File: src/rtl/ctrl_pkg.sv
// Shared definitions for the contrast key controller: key FSM encoding and default timings.
package ctrl_pkg;

  typedef enum logic [1:0] {
    StIdle,
    StDebounce,
    StHeld,
    StRelease
  } key_state_e;

  localparam int unsigned DefaultDebounceCycles = 32'd50000;
  localparam int unsigned DefaultRepeatCycles   = 32'd12500000;

endpackage

File: src/rtl/key_debounce.sv
// One push-button channel: 2-flop synchronizer, debounce FSM and auto-repeat request generator.
// Input is active-low; req is a one-cycle pulse on acceptance and on each repeat interval.
module key_debounce
  import ctrl_pkg::*;
#(
  parameter int unsigned DEBOUNCE_CYCLES = DefaultDebounceCycles,
  parameter int unsigned REPEAT_CYCLES   = DefaultRepeatCycles
) (
  input  logic clk,
  input  logic rst,
  input  logic key_raw,
  output logic req
);

  localparam int unsigned DbW = $clog2(DEBOUNCE_CYCLES + 1);
  localparam int unsigned RpW = $clog2(REPEAT_CYCLES + 1);
  localparam logic [DbW-1:0] DbLast = DbW'(DEBOUNCE_CYCLES - 1);
  localparam logic [DbW-1:0] DbMax  = DbW'(DEBOUNCE_CYCLES);
  localparam logic [RpW-1:0] RpLast = RpW'(REPEAT_CYCLES - 1);
  localparam logic [RpW-1:0] RpMax  = RpW'(REPEAT_CYCLES);

  logic key_s1_q, key_s2_q;
  logic pressed;
  key_state_e state_q, state_d;
  logic [DbW-1:0] db_q, db_d, db_inc;
  logic [RpW-1:0] rp_q, rp_d, rp_inc;

  always_ff @(posedge clk or negedge rst) begin
    if (!rst) begin
      key_s1_q <= 1'b1;
      key_s2_q <= 1'b1;
    end else begin
      key_s1_q <= key_raw;
      key_s2_q <= key_s1_q;
    end
  end

  assign pressed = ~key_s2_q;
  assign db_inc  = (db_q == DbMax) ? db_q : db_q + DbW'(1);
  assign rp_inc  = (rp_q == RpMax) ? rp_q : rp_q + RpW'(1);

  // db counts consecutive cycles at the candidate level, including the cycle that left the
  // previous state, so acceptance lands on the DEBOUNCE_CYCLES-th stable cycle.
  always_comb begin
    state_d = state_q;
    db_d    = db_q;
    rp_d    = '0;
    req     = 1'b0;
    case (state_q)
      StIdle: begin
        if (pressed) begin
          state_d = StDebounce;
          db_d    = DbW'(1);
        end else begin
          db_d = '0;
        end
      end
      StDebounce: begin
        if (!pressed) begin
          state_d = StIdle;
          db_d    = '0;
        end else if (db_q >= DbLast) begin
          state_d = StHeld;
          db_d    = '0;
          req     = 1'b1;
        end else begin
          db_d = db_inc;
        end
      end
      StHeld: begin
        if (!pressed) begin
          state_d = StRelease;
          db_d    = DbW'(1);
        end else if (rp_q >= RpLast) begin
          req = 1'b1;
        end else begin
          rp_d = rp_inc;
        end
      end
      StRelease: begin
        if (pressed) begin
          state_d = StHeld;
          db_d    = '0;
        end else if (db_q >= DbLast) begin
          state_d = StIdle;
          db_d    = '0;
        end else begin
          db_d = db_inc;
        end
      end
      default: begin
        state_d = StIdle;
        db_d    = '0;
      end
    endcase
  end

  always_ff @(posedge clk or negedge rst) begin
    if (!rst) begin
      state_q <= StIdle;
      db_q    <= '0;
      rp_q    <= '0;
    end else begin
      state_q <= state_d;
      db_q    <= db_d;
      rp_q    <= rp_d;
    end
  end

endmodule

File: src/rtl/contrast_ctrl.sv
// Contrast up/down controller: debounced keys raise pending requests that are released
// as single-cycle strobes aligned to the frame boundary.
module contrast_ctrl
  import ctrl_pkg::*;
#(
  parameter int unsigned DEBOUNCE_CYCLES = DefaultDebounceCycles,
  parameter int unsigned REPEAT_CYCLES   = DefaultRepeatCycles
) (
  input  logic       clk,
  input  logic       rst,
  input  logic [3:0] KEY,
  input  logic [9:0] SW,
  input  logic       frame_en,
  output logic       en,
  output logic       cinc,
  output logic       cdec
);

  logic sw_s1_q, sw_s2_q;
  logic inc_req, dec_req;
  logic inc_pend_q, inc_pend_d;
  logic dec_pend_q, dec_pend_d;
  logic unused_inputs;

  assign unused_inputs = ^{KEY[3:2], SW[9:2], SW[0]};

  always_ff @(posedge clk or negedge rst) begin
    if (!rst) begin
      sw_s1_q <= 1'b0;
      sw_s2_q <= 1'b0;
    end else begin
      sw_s1_q <= SW[1];
      sw_s2_q <= sw_s1_q;
    end
  end

  assign en = sw_s2_q;

  key_debounce #(
    .DEBOUNCE_CYCLES(DEBOUNCE_CYCLES),
    .REPEAT_CYCLES  (REPEAT_CYCLES)
  ) u_key_inc (
    .clk    (clk),
    .rst    (rst),
    .key_raw(KEY[0]),
    .req    (inc_req)
  );

  key_debounce #(
    .DEBOUNCE_CYCLES(DEBOUNCE_CYCLES),
    .REPEAT_CYCLES  (REPEAT_CYCLES)
  ) u_key_dec (
    .clk    (clk),
    .rst    (rst),
    .key_raw(KEY[1]),
    .req    (dec_req)
  );

  assign cinc = frame_en & en & inc_pend_q & ~dec_pend_q;
  assign cdec = frame_en & en & dec_pend_q & ~inc_pend_q;

  // Every frame boundary consumes both flags (conflicts are dropped); a request landing on
  // that same cycle survives into the next frame.
  always_comb begin
    inc_pend_d = 1'b0;
    dec_pend_d = 1'b0;
    if (en) begin
      inc_pend_d = (inc_pend_q & ~frame_en) | inc_req;
      dec_pend_d = (dec_pend_q & ~frame_en) | dec_req;
    end
  end

  always_ff @(posedge clk or negedge rst) begin
    if (!rst) begin
      inc_pend_q <= 1'b0;
      dec_pend_q <= 1'b0;
    end else begin
      inc_pend_q <= inc_pend_d;
      dec_pend_q <= dec_pend_d;
    end
  end

endmodule

File: config.mk
export PLATFORM = sky130hd
export DESIGN_NAME = contrast_ctrl
export DESIGN_NICKNAME = d
export VERILOG_FILES = /design/src/rtl/ctrl_pkg.sv /design/src/rtl/key_debounce.sv /design/src/rtl/contrast_ctrl.sv
export SDC_FILE = /design/constraint.sdc
export NUM_CORES = 1
export LEC_CHECK = 0
export CAP_MARGIN = 20
export CORE_ASPECT_RATIO = 0.7
export CORE_MARGIN = 2
export CORE_UTILIZATION = 54
export DETAILED_ROUTE_END_ITERATION = 8
export PLACE_DENSITY = 0.78
export SLEW_MARGIN = 20
export SYNTH_ARGS = -nofsm -noshare
export SYNTH_HDL_FRONTEND = slang
export SYNTH_HIERARCHICAL = 1
export SYNTH_SLANG_ARGS = --single-unit
export TNS_END_PERCENT = 30
File: constraint.sdc
create_clock -name clk -period 2.1 [get_ports clk]
set_clock_uncertainty 0.1 [all_clocks]
set_input_delay 0.63 -clock clk [delete_from_list [all_inputs] [get_ports clk]]
set_output_delay 0.63 -clock clk [all_outputs]
set_load 0.02 [all_outputs]
==> flow_metrics.py <==
metrics = {
    "run_status": {
        "outcome": "finished, violations left",
        "violations": "setup timing",
    },
    "clocking": {
        "cts_made_buffers": 9,
        "clk_pin_slew_worst_paths_ns": 0.06,
        "clockBufferDepth": 2,
        "root_buffer": "clkbuf_16",
        "cts_setup_buffers": 0,
        "clkLatencyLatePin_ns": 0.34,
        "htreeDepth": 3,
        "clock-sinks": 92,
        "cts_tree": "done",
    },
    "layout": {
        "fin_nets": 588,
        "n_antenna_cell": 0,
        "multi_input_area_um2": 2481,
        "fin_cells": 682,
        "fin_area_um2": 5722,
        "layout-drive-gt1-share_pct": 16.31,
        "synthToLayoutAreaGrowth_pct": 16.39,
        "finish.utilization_pct": 63.84,
        "regArea_um2": 2307,
        "fillers": 740,
    },
    "critical_path": {
        "critPathLaunch": "u_key_inc/db_q[5]",
        "path_cells": "or4_4 -> or4_4 -> nand2_2 -> a211oi_1 -> a2111oi_2",
        "slowest_stage": "or4_4",
        "r2r_cells": 5,
        "critical_path_class": "reg2reg",
        "path_max_fanout": 4,
        "cp-endpoint": "u_key_inc/db_q[0]",
        "critPathLaunchType": "flop",
        "cp_slowest_stage_delay_ns": 0.57,
        "cp.arrival_ns": 2.26,
        "required_ns": 2.22,
        "r2r_slack_ns": -0.04,
        "r2r_end": "u_key_inc/db_q[0]",
        "end_kind": "flop",
        "cpMostUsedCell": "or4_4",
        "r2r-start": "u_key_inc/db_q[5]",
    },
    "pwr": {
        "p_leak_nw": 2.428,
        "ir_drop_mv": 0.5330,
        "switching_share_pct": 30.69,
        "combPwrFrac_pct": 23.7,
        "pwr-share-seq_pct": 41.9,
        "switchingPower_w": 0.001449,
        "p_int_w": 0.003273,
        "cellPowerDensity_nw_per_um2": 825.3,
        "pwr-share-clk_pct": 34.5,
    },
    "timing": {
        "relSlewSlack_pct": 75.42,
        "rsz0062_at_grt": "true",
        "final-setup-viol-count": 1,
        "slew_violations": 0,
        "worst_hold_slack_ns": 0.2654,
        "worstMarginPinSlew_ns": 0.3637,
        "min_period_ns": 2.137,
        "finalSetupTns_ns": -0.03692,
        "final_hold_viol_count": 0,
        "finalCritPeriodShare_pct": 101.8,
        "max_freq_mhz": 468.0,
        "setup_ws_ns": -0.03692,
    },
    "placement": {
        "finalWeightedCongestion": 0.8927,
        "post-dp-hpwl_mm": 6.843,
        "place_area_um2": 5384,
        "placedCellCount": 665,
        "io_buffers": 8,
    },
    "global_route": {
        "grt_max_degree": 54,
        "grt.overflow.total": 0,
        "grt_pass1_vias": 3709,
        "grt_usage_pct": 21.71,
        "grt_first_pass_wirelength_mm": 17.60,
        "antenna_found_initial": 0,
    },
    "detailed_routing": {
        "drt_pass1_iterations": 5,
        "ant_nets": 0,
        "drc": 0,
        "routedWlPerCell_um": 14.67,
        "wl_mm": 10.00,
        "vias_per_cell": 5.588,
        "drt_iter0_drc": 295,
        "dr_total_vias": 3811,
    },
    "synth": {
        "ys.flop_type": "dfrtp_1",
        "synthArstFlopShare_pct": 100.0,
        "synthAdderAreaFrac_pct": 4.581,
        "synth.area.mux_share_pct": 0.8654,
        "synth-seq-cells": 92,
        "synthSimpleGateAreaFrac_pct": 26.50,
        "synth_commonest_cells": "dfrtp_1 (88), nor2_1 (84), nand3_1 (36), nand2_1 (32), xnor2_1 (30)",
        "netlist.area_leader.share_pct": 44.80,
        "synth-compound-area-share_pct": 7.483,
        "synthXorXnorAreaFrac_pct": 10.33,
        "synth_area_leaders": "dfrtp_1 (45%), nor2_1 (6.4%), xnor2_1 (5.3%)",
        "synthCells": 509,
        "yosysMostFrequentCell": "dfrtp_1",
        "seq_area_frac_synth_pct": 46.93,
        "yosysTopAreaCell": "dfrtp_1",
        "syn_area_per_cell_um2": 9.658,
        "synth_top_family_by_area": "simple AND/OR/NAND/NOR gates",
        "synth.distinct_cells": 47,
        "ys_warn_count": 6,
        "syn_area_um2": 4916,
        "synth_edf_count": 0,
        "synth_nets": 544,
    },
    "die": {
        "coreArea_um2": 8962,
        "placementRows": 29,
        "ioPinCount": 20,
        "die_area_um2": 9895,
        "die_x_um": 118.0,
        "initial_utilization_pct": 54.85,
        "die_y_um": 83.83,
    },
    "min_path": {
        "hold_start": "u_key_inc/key_s1_q",
        "min_path_type": "reg2reg",
    },
    "job": {
        "timing.max_cap.violations": 0,
    },
}
per-stage QoR:
step / setup slack [ns] / total power, W
2_1_floorplan: -0.0003348 / 0.002731
3_3_place_gp: -0.6121 / 0.003019
3_5_place_dp: -0.6656 / 0.003084
4_1_cts: -0.05212 / 0.004742
5_1_grt: -0.07411 / 0.004998
6_report: -0.03692 / 0.004722
timing repair:
action	CTS	global route
gates resized for setup	12	9
endpoints found under the hold margin	5	0
pin swaps	3	4
setup endpoints to repair	5	21
hold buffers	1	0
layout make-up:
| type | count | share of cell area, % |
|---|---|---|
| Clock buffer | 9 | 3.936 |
| Inverter | 20 | 1.312 |
| Timing Repair Buffer | 47 | 7.063 |
| Clock inverter | 7 | 1.290 |
| Sequential cell | 92 | 40.32 |
| Tap cell | 124 | 2.712 |
| Multi-Input combinational cell | 383 | 43.36 |
worst min path at each step:
| stage | to | slack [ns] | cells past startpoint |
|---|---|---|---|
| final | u_key_inc/key_s2_q | 0.27 | 0 |
| after global routing | u_key_dec/key_s2_q | 0.27 | 0 |
| after CTS | u_key_dec/key_s2_q | 0.27 | 0 |
| after detailed placement | u_key_inc/key_s2_q | 0.26 | 0 |
| after global placement | u_key_dec/key_s2_q | 0.25 | 0 |
| after floorplan | dec_pend_q | 0.23 | 0 |
layer usage:
layer | track usage (%) | vias to the layer above | wire [um]
li1 | - | 1873 | -
met1 | 31.17 | 1871 | 4960
met2 | 33.62 | 57 | 4632
met3 | 4.508 | 10 | 298
met4 | 6.024 | 0 | 110
met5 | 0 | - | 0
power by group through the flow:
stage / logic (W) / registers, W / clock network, W
floorplan: 0.000747 / 0.00198 / 0
CTS: 0.00111 / 0.00197 / 0.00166
detailed placement: 0.00108 / 0.00200 / 0
finish: 0.00112 / 0.00198 / 0.00163
global placement: 0.00103 / 0.00199 / 0
global route: 0.00125 / 0.00199 / 0.00176
critical path, delay by kind of cell, from the launching register on:
kind | cells | cell delay [ns]
compound gates | 2 | 0.37
simple gates | 3 | 1.18
flops | 1 | 0.37
cell usage in the layout, fill, tap and decap left out, drive strengths merged, types with 6 or more instances in the layout:
master / instances
or4: 6
a211oi: 6
nand3: 36
nor4: 14
and3: 18
ha: 18
dfrtp: 88
clkbuf: 9
nand4: 20
o21ai: 10
buf: 41
nand2: 33
inv: 22
xor2: 28
nor2: 84
a21o: 8
xnor2: 30
nor3: 12
nor2b: 6
kinds of logic after synthesis:
family,Yosys count
adders and majority gates,18
xor gates and xnor gates,58
AOI/OAI and AO/OA,50
DFF,92
muxes,4
buffers and inverters,34
and+or+nand+nor,253
state kept, by name, indices dropped and copies added (netlist names), 16 cells and up, named ones only:
| name | cells |
|---|---|
| u_key_dec/rp_q | 24 |
| u_key_inc/rp_q | 24 |
| u_key_dec/db_q | 16 |
| u_key_inc/db_q | 16 |
Note: power is estimated with default switching activity, not from simulation.
==> patch, RTL diff (same settings) <==
Change the package constant `DefaultRepeatCycles` from 32'd12500000 to 32'd3125000.
--- a/src/rtl/ctrl_pkg.sv
+++ b/src/rtl/ctrl_pkg.sv
@@ -9,7 +9,7 @@
   } key_state_e;
 
   localparam int unsigned DefaultDebounceCycles = 32'd50000;
-  localparam int unsigned DefaultRepeatCycles   = 32'd12500000;
+  localparam int unsigned DefaultRepeatCycles   = 32'd3125000;
 
 endpackage
 
Formal check against the unedited RTL: same outputs for any inputs over 10 cycles, from zero or initial values and one cycle with rst low; that may be too few to reach the edited logic, so the function may still have changed.
==> patch against the original RTL <==
Power grew 10%. Sequential cell count shrank 4. Area after synthesis shrank 0.33%. Worst setup slack lost 0.043 ns. Core utilization grew 2.3 points. Clock power grew 20%. Highest routed layer unchanged. Synthesized cell count grew 2.0%. Non-clock buffer count grew 11. Wire length grew 13%. Cell area grew 3.3%. Via count grew 8.5%. Global-route usage grew 1.8 points. The run still ends with negative setup slack left. Critical path depth is the same.
==> patch: results (changes against the original RTL) <==
Worst setup path
  – Slowest Stage Delay on Critical Path: 0.54 ns (-0.03 ns)
  – FF-to-FF setup slack: -0.08 ns (-0.04 ns)
  – WP data arrival: 2.29 ns (+0.03 ns)

Detailed routing
  – DR vias/cell: 5.91 (+5.8%)
  – Met1 wire length: 5.14 mm (+3.7%)
  – Met3 wire len: 575 um (+93%)
  – DR WL met2: 5.35 mm (+16%)
  – Avg WL per Cell: 16.2 um (+10%)
  – Iter 0 DRT Violations: 365 (+24%)

Placed design
  – Hpwl dp: 7.60 mm (+11%)
  – Post-Place Cells: 678 (+2.0%)
  – Placer Congestion: 0.886 (-0.75%)

Hold path
  – Tightest Hold Check Type: primary input to async pin

GRT
  – Vias in the first global route: 4026 (+8.5%)
  – Largest net degree at the start of global routing: 38 (-30%)
  – GRT Total Usage: 23.5% (+1.8 points)
  – First-pass GRT wire length: 18.8 mm (+6.7%)

STA
  – TNS Setup: -0.811 ns (-0.774 ns)
  – Setup ws final: -0.0804 ns (-0.0435 ns)
  – Slew headroom: 61.6% (-14 points)
  – Hold Worst Slack: 0.152 ns (-0.113 ns)
  – Setup violators final: 22 (+21)

Outcome
  – Failing checks: negative setup slack
  – Run status: finished with violations

Synth
  – Post-Synth XOR/XNOR Area: 8.94% (-1.4 points)
  – Synth Area in Compound Gates: 9.81% (+2.3 points)
  – Mux share of post-synthesis cell area: 0.613% (-0.25 points)
  – Seq/Total Area, Yosys: 45.0% (-1.9 points)
  – Synth Area in Adders: 4.60% (+0.015 points)
  – Post-synthesis net count: 554 (+1.8%)
  – Synth area leaders: dfrtp_1 43%, nor2_1 5.6%, xor2_1 5.5%, ha_1 4.6%, nand3_1 4.2%
  – Avg Inst Size Synth: 9.44 um^2 (-2.3%)
  – Cell variety after synth: 65 (+38%)

Power and ir drop
  – Leakage: 2.47 nW (+1.7%)

Clock tree
  – Hold_buf cts: 0 (-1)

Final layout
  – Post-route insts no fill: 699 (+2.5%)
  – Final nets: 605 (+2.9%)
==> patch: power by group <==
| part | internal [W] | switching (W) | leakage (nW) | total [W] |
|---|---|---|---|---|
| Combinational | 0.000570 | 0.000789 | 1.09 | 0.00136 |
| Sequential | 0.00180 | 0.000102 | 1.20 | 0.00190 |
| Clock | 0.00129 | 0.000667 | 0.180 | 0.00195 |
==> patch: timing repair <==
| item | 4_1_cts | 5_1_grt |
|---|---|---|
| pin swaps | 2 | 6 |
| endpoints found under the setup margin | 42 | 72 |
| buffers inserted | 1 | 4 |
| resized for setup | 15 | 19 |
==> patch: cell families (layout without fill, tap and decap cells) <==
kind of cell | Yosys count | after routing
multiplexers | 3 | 3
AO/OA/AOI/OAI | 68 | 68
flip-flops | 88 | 88
buffers and inverters | 43 | 99
XOR/XNOR | 50 | 50
AND/OR/NAND/NOR | 249 | 249
adder cells (fa/ha/maj) | 18 | 18
==> patch: layout make-up <==
cell class,count,area (um^2)
clock buffer,9,225
timing repair buffer,58,483
clock inverter,7,143
sequential,88,2210
multi-input combinational,388,2600
fill,705,3020
tap,124,155
inverter,25,93.8
==> patch: routing by layer <==
layer / global-route usage (%) / up-vias
met5: 0 / -
li1: - / 1959
met1: 32.1 / 2015
met2: 37.7 / 131
met4: 7.01 / 0
met3: 5.12 / 29
==> patch: path summary, 6_finish.rpt <==
| kind | from | to | cells after the start |
|---|---|---|---|
| setup reg to reg | u_key_dec/rp_q[7] | u_key_dec/rp_q[0] | 5 |
| hold reg to reg | u_key_dec/key_s1_q | u_key_dec/key_s2_q | 0 |
| max in group asynchronous | rst | u_key_inc/rp_q[0] | 2 |
| hold / removal | rst | u_key_inc/db_q[3] | 1 |
| setup / recovery | u_key_dec/rp_q[7] | u_key_dec/rp_q[0] | 5 |
| min in group clk | u_key_dec/key_s1_q | u_key_dec/key_s2_q | 0 |
==> patch: per-stage QoR <==
stage / area (um^2) / setup slack [ns]
6_report: 5910 / -0.0804
5_1_grt: 5910 / -0.185
3_3_place_gp: 5420 / -0.606
3_5_place_dp: 5420 / -0.698
4_1_cts: 5790 / -0.0796
2_1_floorplan: 4910 / -0.00214
